==> config.mk <==
export PLATFORM = sky130hd
export DESIGN_NAME = adc_serial_reader_flat
export DESIGN_NICKNAME = d
export VERILOG_FILES = /design/src/rtl/adc_serial_reader_if.sv /design/src/rtl/adc_serial_reader.sv /design/src/flat_wrapper.sv
export SDC_FILE = /design/constraint.sdc
export NUM_CORES = 1
export LEC_CHECK = 0
export ABC_AREA = 0
export CORE_MARGIN = 1.5
export CORE_UTILIZATION = 30
export DETAILED_ROUTE_END_ITERATION = 6
export DONT_BUFFER_PORTS = 1
export SYNTH_ARGS = -nofsm -noshare
export SYNTH_HDL_FRONTEND = slang
export SYNTH_SLANG_ARGS = --single-unit
==> constraint.sdc <==
create_clock -name clk -period 3.45 [get_ports clk]
set_clock_uncertainty 0.15 [all_clocks]
set_input_delay 0.69 -clock clk [delete_from_list [all_inputs] [get_ports clk]]
set_output_delay 0.69 -clock clk [all_outputs]
set_load 0.02 [all_outputs]
==> src/rtl/adc_serial_reader_if.sv <==
// Sample stream from the ADC front end into the effects pipeline.
// The reader drives it as master; the pipeline consumes it as slave.
interface adc_serial_reader_if;
  logic [11:0] sample_out;
  logic        sample_valid;
  logic        frame_err;

  modport master (output sample_out, output sample_valid, output frame_err);
  modport slave  (input  sample_out, input  sample_valid, input  frame_err);
endinterface

==> src/rtl/adc_serial_reader.sv <==
// Periodic reader for a 12-bit serial ADC (16-SCLK frame, 4 leading zeros, MSB first).
// Converts each code to two's complement and strobes it into the pipeline.

module adc_serial_reader_param_chk #(
  parameter int CLK_DIV       = 2,
  parameter int SAMPLE_PERIOD = 1042
) ();
  if (CLK_DIV < 1) begin : g_bad_div
    $error("adc_serial_reader: CLK_DIV must be >= 1");
  end
  // A full frame plus the DONE and IDLE cycles must fit inside one period.
  if (SAMPLE_PERIOD < 33 * CLK_DIV + 2) begin : g_bad_period
    $error("adc_serial_reader: SAMPLE_PERIOD must be >= 33*CLK_DIV+2");
  end
endmodule

module adc_serial_reader #(
  parameter int CLK_DIV       = 2,
  parameter int SAMPLE_PERIOD = 1042,
  parameter bit OFFSET_BINARY = 1'b1
) (
  input  logic                       clk,
  input  logic                       rst,
  input  logic                       enable,
  input  logic                       adc_miso,
  output logic                       adc_cs_n,
  output logic                       adc_sclk,
  adc_serial_reader_if.master        sample_if
);

  localparam int TMR_W = $clog2(SAMPLE_PERIOD);
  localparam int DIV_W = (CLK_DIV > 1) ? $clog2(CLK_DIV) : 1;
  localparam logic [11:0] SIGN_FLIP = OFFSET_BINARY ? 12'h800 : 12'h000;

  typedef enum logic [2:0] {
    ST_IDLE     = 3'd0,
    ST_SETUP    = 3'd1,
    ST_SHIFT_LO = 3'd2,
    ST_SHIFT_HI = 3'd3,
    ST_DONE     = 3'd4
  } state_t;

  state_t             state_r;
  logic [TMR_W-1:0]   timer_r;
  logic [DIV_W-1:0]   div_r;
  logic [4:0]         bit_cnt_r;
  logic [15:0]        shreg_r;
  logic               start_s;
  logic               div_last_s;

  adc_serial_reader_param_chk #(
    .CLK_DIV       (CLK_DIV),
    .SAMPLE_PERIOD (SAMPLE_PERIOD)
  ) u_param_chk ();

  function automatic logic [11:0] to_twos(input logic [11:0] code);
    return code ^ SIGN_FLIP;
  endfunction

  assign start_s    = enable && (timer_r == '0) && (state_r == ST_IDLE);
  assign div_last_s = (div_r == DIV_W'(CLK_DIV - 1));

  // Free-running sample timer, parked at zero while disabled.
  always_ff @(posedge clk) begin
    if (rst) begin
      timer_r <= '0;
    end else if (!enable) begin
      timer_r <= '0;
    end else if (timer_r == TMR_W'(SAMPLE_PERIOD - 1)) begin
      timer_r <= '0;
    end else begin
      timer_r <= timer_r + TMR_W'(1);
    end
  end

  // Frame sequencer: chip select, SCLK generation, shifting and sample delivery.
  always_ff @(posedge clk) begin
    if (rst) begin
      state_r                <= ST_IDLE;
      div_r                  <= '0;
      bit_cnt_r              <= 5'd0;
      shreg_r                <= 16'h0000;
      adc_cs_n               <= 1'b1;
      adc_sclk               <= 1'b1;
      sample_if.sample_out   <= 12'h000;
      sample_if.sample_valid <= 1'b0;
      sample_if.frame_err    <= 1'b0;
    end else begin
      sample_if.sample_valid <= 1'b0;
      case (state_r)
        ST_IDLE: begin
          if (start_s) begin
            state_r   <= ST_SETUP;
            adc_cs_n  <= 1'b0;
            div_r     <= '0;
            bit_cnt_r <= 5'd0;
          end
        end
        ST_SETUP: begin
          if (div_last_s) begin
            state_r  <= ST_SHIFT_LO;
            adc_sclk <= 1'b0;
            div_r    <= '0;
          end else begin
            div_r <= div_r + DIV_W'(1);
          end
        end
        ST_SHIFT_LO: begin
          // MISO is captured on the same edge that raises SCLK.
          if (div_last_s) begin
            state_r   <= ST_SHIFT_HI;
            adc_sclk  <= 1'b1;
            shreg_r   <= {shreg_r[14:0], adc_miso};
            bit_cnt_r <= bit_cnt_r + 5'd1;
            div_r     <= '0;
          end else begin
            div_r <= div_r + DIV_W'(1);
          end
        end
        ST_SHIFT_HI: begin
          if (div_last_s) begin
            div_r <= '0;
            if (bit_cnt_r < 5'd16) begin
              state_r  <= ST_SHIFT_LO;
              adc_sclk <= 1'b0;
            end else begin
              state_r                <= ST_DONE;
              adc_cs_n               <= 1'b1;
              adc_sclk               <= 1'b1;
              sample_if.sample_valid <= 1'b1;
              sample_if.sample_out   <= to_twos(shreg_r[11:0]);
              if (shreg_r[15:12] != 4'h0) begin
                sample_if.frame_err <= 1'b1;
              end
            end
          end else begin
            div_r <= div_r + DIV_W'(1);
          end
        end
        ST_DONE: begin
          state_r <= ST_IDLE;
        end
        default: begin
          state_r  <= ST_IDLE;
          adc_cs_n <= 1'b1;
          adc_sclk <= 1'b1;
        end
      endcase
    end
  end

endmodule

==> src/flat_wrapper.sv <==
// flat-port wrapper written by rule: the top's interface ports become plain ports
module adc_serial_reader_flat 
#(
  parameter int CLK_DIV       = 2,
  parameter int SAMPLE_PERIOD = 1042,
  parameter bit OFFSET_BINARY = 1'b1
)
  (clk, rst, enable, adc_miso, adc_cs_n, adc_sclk, sample_if_sample_out, sample_if_sample_valid, sample_if_frame_err);
  adc_serial_reader_if sample_if_i ();
  input  logic clk;
  input  logic rst;
  input  logic enable;
  input  logic adc_miso;
  output logic adc_cs_n;
  output logic adc_sclk;
  output wire logic [$bits(sample_if_i.sample_out)-1:0] sample_if_sample_out;
  output wire logic [$bits(sample_if_i.sample_valid)-1:0] sample_if_sample_valid;
  output wire logic [$bits(sample_if_i.frame_err)-1:0] sample_if_frame_err;
  assign sample_if_sample_out = sample_if_i.sample_out;
  assign sample_if_sample_valid = sample_if_i.sample_valid;
  assign sample_if_frame_err = sample_if_i.frame_err;
  adc_serial_reader #(.CLK_DIV(CLK_DIV), .SAMPLE_PERIOD(SAMPLE_PERIOD), .OFFSET_BINARY(OFFSET_BINARY)) u_core (.clk(clk), .rst(rst), .enable(enable), .adc_miso(adc_miso), .adc_cs_n(adc_cs_n), .adc_sclk(adc_sclk), .sample_if(sample_if_i));
endmodule
Word level (Yosys, flattened, before mapping):

Cells that the tools add are included.

* output and inout port bits: 16
* logic and storage cells: 71
* bits of input ports: 4
* bits in registers: 52

* mux-type cells: 20
* add/subtract/negate cells: 3
* $lt $le $gt $ge: 1
* equal/unequal tests: 10
* reductions and logical operators: 20
* bitwise operators: 7

Operators by type and width (number)
* AND reduction 4 bit: 4
* 2-to-1 mux 3 bit: 5
* one-hot mux 3 bit (4 select lines): 1
* OR reduction 3 bit: 4
* adder 11 x 1 -> 11 bit, second input constant: 1
* == test 11 bit, second input constant: 1
* zero test 11 bit: 1
* 2-to-1 mux 5 bit: 2
* one-hot mux 5 bit (2 select lines): 1
* 2-to-1 mux 1 bit: 8
* != test 2 x 1 -> 1 bit, second input constant: 4
* NOT 1 bit: 7
* == test 3 x 2 -> 1 bit, second input constant: 2
* AND reduction 3 bit: 2
* adder 5 x 1 -> 5 bit, second input constant: 1
* < comparator 5 bit, second input constant: 1
* one-hot mux 1 bit (4 select lines): 1
* AND reduction 2 bit: 2
* nonzero test 2 bit: 2
* nonzero test 4 bit: 1
* == test 3 x 1 -> 1 bit, second input constant: 1
* == test 3 bit, second input constant: 1
* zero test 3 bit: 1
* one-hot mux 1 bit (3 select lines): 1
* other kinds (5): 6

Longest topological paths before layout:

Gate-level depths: netlist of run 1.

* depth after elaboration: 5
* gate-level depth with buffers: 6

Worst setup path after synthesis of run 1:

Ideal clock, no wire load.

* path kind: input-to-reg
* from: input enable
* to: register u_core.state_r[0]
* stages on the path: 3
* arrival time: 1.891 ns
* buffers on the path: 0
* setup slack: 1.330 ns
* setup time: 0.079 ns
* cell sequence: or4bb_1 -> or4_1 -> a211oi_2

* cells in the longest elaborated chain, start to end: 4

Ends and longest elaborated chain
* start, declared: RTL line flat_wrapper.sv:12 `input logic enable;`
* logical AND 1 bit (2 in series): RTL line adc_serial_reader.sv:60 `assign start_s = enable && (timer_r == '0) && (state_r == ST_IDLE);`
* != test 2 x 1 -> 1 bit (no source line)
* AND reduction 4 bit (no source line)
* end signal, assigned: RTL line adc_serial_reader.sv:79 `state_r <= ST_IDLE;`
* end signal, assigned: RTL line adc_serial_reader.sv:93 `state_r <= ST_SETUP;`
* end signal, assigned: RTL line adc_serial_reader.sv:101 `state_r <= ST_SHIFT_LO;`
* end, declared: RTL line adc_serial_reader.sv:43 `state_t state_r;`

Every way passes these cells.
A chain may end at the register's enable or synchronous reset.

Final worst setup path of run 1:

* from: register u_core.timer_r[0]
* to: register u_core.bit_cnt_r[1]

* cells in the longest elaborated chain, start to end: 5

Ends and longest elaborated chain
* start, declared: RTL line adc_serial_reader.sv:44 `logic [TMR_W-1:0] timer_r;`
* start signal, assigned: RTL line adc_serial_reader.sv:72 `timer_r <= timer_r + TMR_W'(1);`
* zero test 11 bit: RTL line adc_serial_reader.sv:60
* logical AND 1 bit (2 in series): RTL line adc_serial_reader.sv:60
* != test 2 x 1 -> 1 bit (no source line)
* AND reduction 3 bit (no source line)
* end signal, assigned: RTL line adc_serial_reader.sv:114 `bit_cnt_r <= bit_cnt_r + 5'd1;`
* end, declared: RTL line adc_serial_reader.sv:46 `logic [4:0] bit_cnt_r;`

Every way passes these cells.

==> results of run 1 <==
state kept, by name (all words and copies together), names as in the netlist:
name and count:
u_core.shreg_r 16, u_core.sample_if.sample_out 12, u_core.timer_r 11, u_core.bit_cnt_r 5
u_core.state_r 3, u_core.adc_cs_n 1, u_core.adc_sclk 1, u_core.div_last_s 1
u_core.sample_if.frame_err 1, u_core.sample_if.sample_valid 1
path summary, 6_finish.rpt:
check                startpoint                             end  slack, ns  depth (start not counted)
min reg2reg  u_core.shreg_r[15]              u_core.shreg_r[15]       0.31                          2
min                         rst  u_core.sample_if.sample_out[9]       0.29                          1
max reg2reg   u_core.timer_r[0]             u_core.bit_cnt_r[1]       1.35                          5
max           u_core.timer_r[0]             u_core.bit_cnt_r[1]       1.35                          5
cell type report:
cell class / count / area, µm² / share of cell area
clock buffer: 6 / 72.6 / 0.0317
clock inverter: 2 / 16.3 / 0.00711
inverter: 9 / 33.8 / 0.0148
multi-input combinational: 173 / 981 / 0.429
sequential: 52 / 1040 / 0.455
tap: 96 / 120 / 0.0525
timing repair buffer: 3 / 22.5 / 0.00985
layer usage:
metal | track usage | wire length, µm
met5 | 0 | 0
met4 | 0.0396 | 61
met3 | 0.0398 | 163
met1 | 0.152 | 1980
met2 | 0.180 | 1970
worst max-delay path, cell delays in order, from the launching register on:
cell     delay, ns
dfxtp_1       0.37
inv_1         0.08
ha_1          0.13
or4bb_1       0.45
o41ai_2       0.64
o31ai_1       0.15
synthesized netlist by cell type:
library cell,n,area share
or4_1,6,0.021
o31ai_1,6,0.021
nor4_1,2,0.0059
buf_1,1,0.0018
xor2_1,1,0.0041
clkbuf_1,14,0.025
nor2b_1,2,0.0059
o21ai_0,17,0.040
a211oi_2,1,0.0059
or4_4,1,0.0053
inv_1,9,0.016
nor4bb_1,1,0.0047
a31oi_1,1,0.0030
or3_1,8,0.024
or4bb_1,1,0.0053
dfxtp_1,52,0.49
o21ai_1,2,0.0047
a311oi_1,1,0.0041
nor2_1,8,0.014
nor3_1,3,0.0071
a21oi_1,42,0.099
nand4_1,3,0.0089
nand4bb_1,1,0.0053
nand2_1,34,0.060
and4_1,1,0.0041
o22ai_1,1,0.0030
nand3_1,18,0.042
ha_1,4,0.024
nand2b_1,1,0.0030
mux2i_1,1,0.0047
o41ai_2,1,0.0077
mux2_1,1,0.0053
xnor2_1,3,0.012
o21a_1,1,0.0035
buf_2,3,0.0071
per-stage QoR:
stage                     hold slack (ns)  std cells  area (µm²)
after CTS                           0.279        341        2290
after detailed placement            0.299        333        2200
final                               0.293        341        2290
after global placement              0.287        333        2200
after global routing                0.261        341        2290
after floorplan                     0.281        252        2120
cell families after synthesis:
group                    synth area share
AO/OA/AOI/OAI                       0.192
XOR/XNOR                           0.0165
adder cells (fa/ha/maj)            0.0236
buffers and inverters              0.0496
flip-flops                          0.491
multiplexers                       0.0100
AND/OR/NAND/NOR                     0.217
report_power, final:
part           total (mW)  internal (mW)  switching (mW)
Clock               0.349          0.145           0.205
Sequential          0.619          0.606          0.0136
Combinational      0.0287         0.0142          0.0145
==> results.sh, run 1 <==
export IMPL_grt_ovfl_total=0
export IMPL_cts_resized=0
export IMPL_start_kind="register"
export IMPL_final_cell_mix="dfxtp_1 (52), a21oi_1 (42), nand2_1 (34), nand3_1 (18), o21ai_0 (17)"
export IMPL_max_slew_margin=0.468
export IMPL_detail_route_first_pass_iterations=4
export IMPL_clock_fmax_mhz=476
export IMPL_drive_above_1_share=0.0571
export IMPL_synth_distinct_cells=35
export IMPL_nFillCells=761
export IMPL_yosysWarnings=0
export IMPL_die_y_um=87.1
export IMPL_min_path_type="in2reg"
export IMPL_crit_type="reg2reg"
export IMPL_rsz0062_at_grt="false"
export IMPL_dr_first_iter_drc_count=101
export IMPL_power_total_mw=0.997
export IMPL_maxCapViolations=0
export IMPL_dp_slack_ns=1.18
export IMPL_path_max_fanout=6
export IMPL_required_ns=3.47
export IMPL_ios=20
export IMPL_utilization=0.335
export IMPL_grt_pass1_wl_um=7080
export IMPL_cts_buffers=5
export IMPL_die_x_um=87.1
export IMPL_start_util=0.310
export IMPL_drc=0
export IMPL_clockBufferDepth=2
export IMPL_root_buffer="clkbuf_8"
export IMPL_status="finished, final reports clean"
export IMPL_viasPerCell=5.01
export IMPL_antenna_found_initial=0
export IMPL_h_tree_depth=2
export IMPL_period_minus_slack_ns=2.10
export IMPL_io_buffers=0
export IMPL_core_area_mm2=0.00683
export IMPL_grt_pass1_vias=1529
export IMPL_cts_sinks=52
export IMPL_synth_area_mm2=0.00212
export IMPL_die_area_mm2=0.00758
export IMPL_num_vias=1709
export IMPL_drv_slew=0
export IMPL_clk_latency_ns=0.30
export IMPL_dp_hpwl_um=2760
export IMPL_worstMarginPinSlew_ns=0.797
export IMPL_synthCells=252
export IMPL_power_density_mw_per_mm2=436
export IMPL_fin_tns_setup_ns=0
export IMPL_arrival_ns=2.12
export IMPL_hold_viol=0
export IMPL_final_common_cell="dfxtp_1"
export IMPL_ys_ff_latch=52
export IMPL_cts_setup_buffers=0
export IMPL_seq_area_frac_synth=0.491
export IMPL_postSynthAreaPerCell_um2=8.42
export IMPL_wl_per_cell_um=12.2
export IMPL_cts_hold_buf=0
export IMPL_grt_max_degree=37
export IMPL_leakage_nw=0.696
export IMPL_clk_pin_slew_worst_paths_ns=0.09
export IMPL_num_rows=30
export IMPL_syn_to_final_growth_pct=7.85
export IMPL_cp_end_kind="register"
export IMPL_syn_nets=260
export IMPL_grtUsageTotal=0.116
export IMPL_gp_congestion=0.700
export IMPL_n_antenna_cell=0
export IMPL_fin_ws_ns=1.35
export IMPL_cts_tree="built"
export IMPL_nNetsFinal=252
export IMPL_routed_wl_um=4170
export IMPL_ir_drop_mv=0.146
export IMPL_final_antenna_net_count=0
export IMPL_post_route_period_util=0.609
export IMPL_setup_viol=0
Note: power is estimated with default switching activity, not from simulation.
==> run 2: changes to the inputs <==
==> constraint.sdc (replaced) <==
create_clock -name clk -period 2.15 [get_ports clk]
set_clock_uncertainty 0.15 [all_clocks]
set_input_delay 0.43 -clock clk [delete_from_list [all_inputs] [get_ports clk]]
set_output_delay 0.43 -clock clk [all_outputs]
set_load 0.02 [all_outputs]
==> results.sh, run 2 (synthesized netlist as in run 1, its figures left out) <==
export IMPL_maxCapViolations=0
export IMPL_drc=0
export IMPL_nFillCells=749
export IMPL_grt_pass1_wl_um=7200
export IMPL_critPathLaunch="u_core.timer_r[0]"
export IMPL_min_path_type="in2reg"
export IMPL_required_ns=2.23
export IMPL_h_tree_depth=2
export IMPL_core_area_mm2=0.00683
export IMPL_cp_end_kind="register"
export IMPL_top_regs="u_core.shreg_r: 16 flops, u_core.sample_if.sample_out: 12 flops, u_core.timer_r: 11 flops"
export IMPL_cp_cell_sequence="inv_1 > ha_1 > or4bb_1 > or4_1 > a211oi_2"
export IMPL_largest_reg_flops=16
export IMPL_cts_buffers=5
export IMPL_viasPerCell=4.88
export IMPL_whs_path_depth=1
export IMPL_ios=20
export IMPL_timing_hold_ws_ns=0.0267
export IMPL_grt_ovfl_total=0
export IMPL_antenna_found_initial=0
export IMPL_cts_tree="built"
export IMPL_setup_viol=0
export IMPL_start_kind="register"
export IMPL_nNetsFinal=260
export IMPL_reg2reg_to="u_core.state_r[0]"
export IMPL_final_cell_mix="dfxtp_1 (52), a21oi_1 (42), nand2_1 (34), nand3_1 (18), o21ai_0 (17)"
export IMPL_max_stage_delay_ns=0.51
export IMPL_ir_drop_mv=0.302
export IMPL_cpLargestDelayFamily="simple AND/OR/NAND/NOR gates"
export IMPL_top_register="u_core.shreg_r"
export IMPL_critPathBufInv=1
export IMPL_clock_fmax_mhz=507
export IMPL_cts_sinks=52
export IMPL_critPathSlowestCell="or4_1"
export IMPL_leakage_nw=0.735
export IMPL_ff2ff_setup_slack_ns=0.18
export IMPL_fin_tns_setup_ns=0
export IMPL_wl_per_cell_um=12.2
export IMPL_period_minus_slack_ns=1.97
export IMPL_rsz0062_at_grt="false"
export IMPL_dr_first_iter_drc_count=85
export IMPL_power_density_mw_per_mm2=691
export IMPL_hold_end="u_core.sample_if.sample_out[8]"
export IMPL_final_antenna_net_count=0
export IMPL_grtUsageTotal=0.118
export IMPL_arrival_ns=2.05
export IMPL_die_area_mm2=0.00758
export IMPL_drv_slew=0
export IMPL_num_rows=30
export IMPL_detail_route_first_pass_iterations=5
export IMPL_routed_wl_um=4250
export IMPL_hold_viol=0
export IMPL_layout_area_seq_mm2=0.00104
export IMPL_die_x_um=87.1
export IMPL_path_max_fanout=6
export IMPL_worstMarginPinSlew_ns=0.428
export IMPL_syn_to_final_growth_pct=11.2
export IMPL_io_buffers=0
export IMPL_r2r_start="u_core.timer_r[0]"
export IMPL_clk_latency_ns=0.31
export IMPL_start_util=0.310
export IMPL_crit_type="reg2reg"
export IMPL_status="finished, final reports clean"
export IMPL_post_route_period_util=0.917
export IMPL_worstHoldStart="rst"
export IMPL_clk_pin_slew_worst_paths_ns=0.10
export IMPL_max_slew_margin=0.714
export IMPL_multi_input_area_um2=981
export IMPL_n_antenna_cell=0
export IMPL_num_vias=1702
export IMPL_dp_hpwl_um=2850
export IMPL_drive_above_1_share=0.0830
export IMPL_final_common_cell="dfxtp_1"
export IMPL_grt_pass1_vias=1495
export IMPL_root_buffer="clkbuf_8"
export IMPL_grt_max_degree=37
export IMPL_die_y_um=87.1
export IMPL_gp_congestion=0.707
export IMPL_reg2reg_depth=5
export IMPL_utilization=0.345
export IMPL_clockBufferDepth=2
## run 2: cell count changes in the layout (fill, tap and decap cells not counted), sizes merged
cell / previous run / this run
clkinvlp: 1 / 2
dlygate4sd3: 0 / 2
inv: 9 / 10
clkinv: 1 / 0
buf: 3 / 9
clkbuf: 6 / 5
## run 2: stage by stage
step	cell area (µm²)	total power [mW]	std cells	setup WS (ns)
final	2360	1.63	349	0.179
after global routing	2360	1.69	349	0.0865
after CTS	2340	1.65	347	0.166
after detailed placement	2240	1.07	339	0.189
after global placement	2240	1.06	339	0.233
after floorplan	2120	1.06	252	0.285
## run 2: repair_timing
item | CTS | global route
resized for setup | 0 | 0
endpoints found under the setup margin | 0 | 0
hold buffers | 0 | 2
hold endpoints to repair | 0 | 2
buffers inserted | 0 | 0
## run 2: layout make-up
| type | instances | share of cell area |
|---|---|---|
| Tap cell | 96 | 0.0509 |
| Multi-Input combinational cell | 173 | 0.416 |
| Sequential cell | 52 | 0.441 |
| Inverter | 9 | 0.0143 |
| Clock inverter | 3 | 0.0111 |
| Timing Repair Buffer | 11 | 0.0371 |
| Clock buffer | 5 | 0.0292 |
## run 2: layer usage
layer / up-vias / wire length [µm] / global-route usage
li1: 887 / - / -
met1: 788 / 2000 / 0.163
met2: 22 / 2020 / 0.181
met3: 5 / 179 / 0.0341
met4: 0 / 50 / 0.0308
met5: - / 0 / 0
## run 2: how the worst max path moves through the flow
stage	endpoint	slack, ns	depth (start not counted)
after floorplan	u_core.state_r[0]	0.29	5
after global placement	u_core.state_r[0]	0.23	5
after detailed placement	u_core.state_r[0]	0.19	5
after CTS	u_core.state_r[0]	0.17	5
after global routing	u_core.state_r[0]	0.09	5
final	u_core.state_r[0]	0.18	5
## run 2: power by group
| group | switching [mW] | internal [mW] | leakage (nW) |
|---|---|---|---|
| Sequential | 0.0216 | 0.972 | 0.420 |
| Combinational | 0.0250 | 0.0273 | 0.273 |
| Clock | 0.346 | 0.237 | 0.0423 |
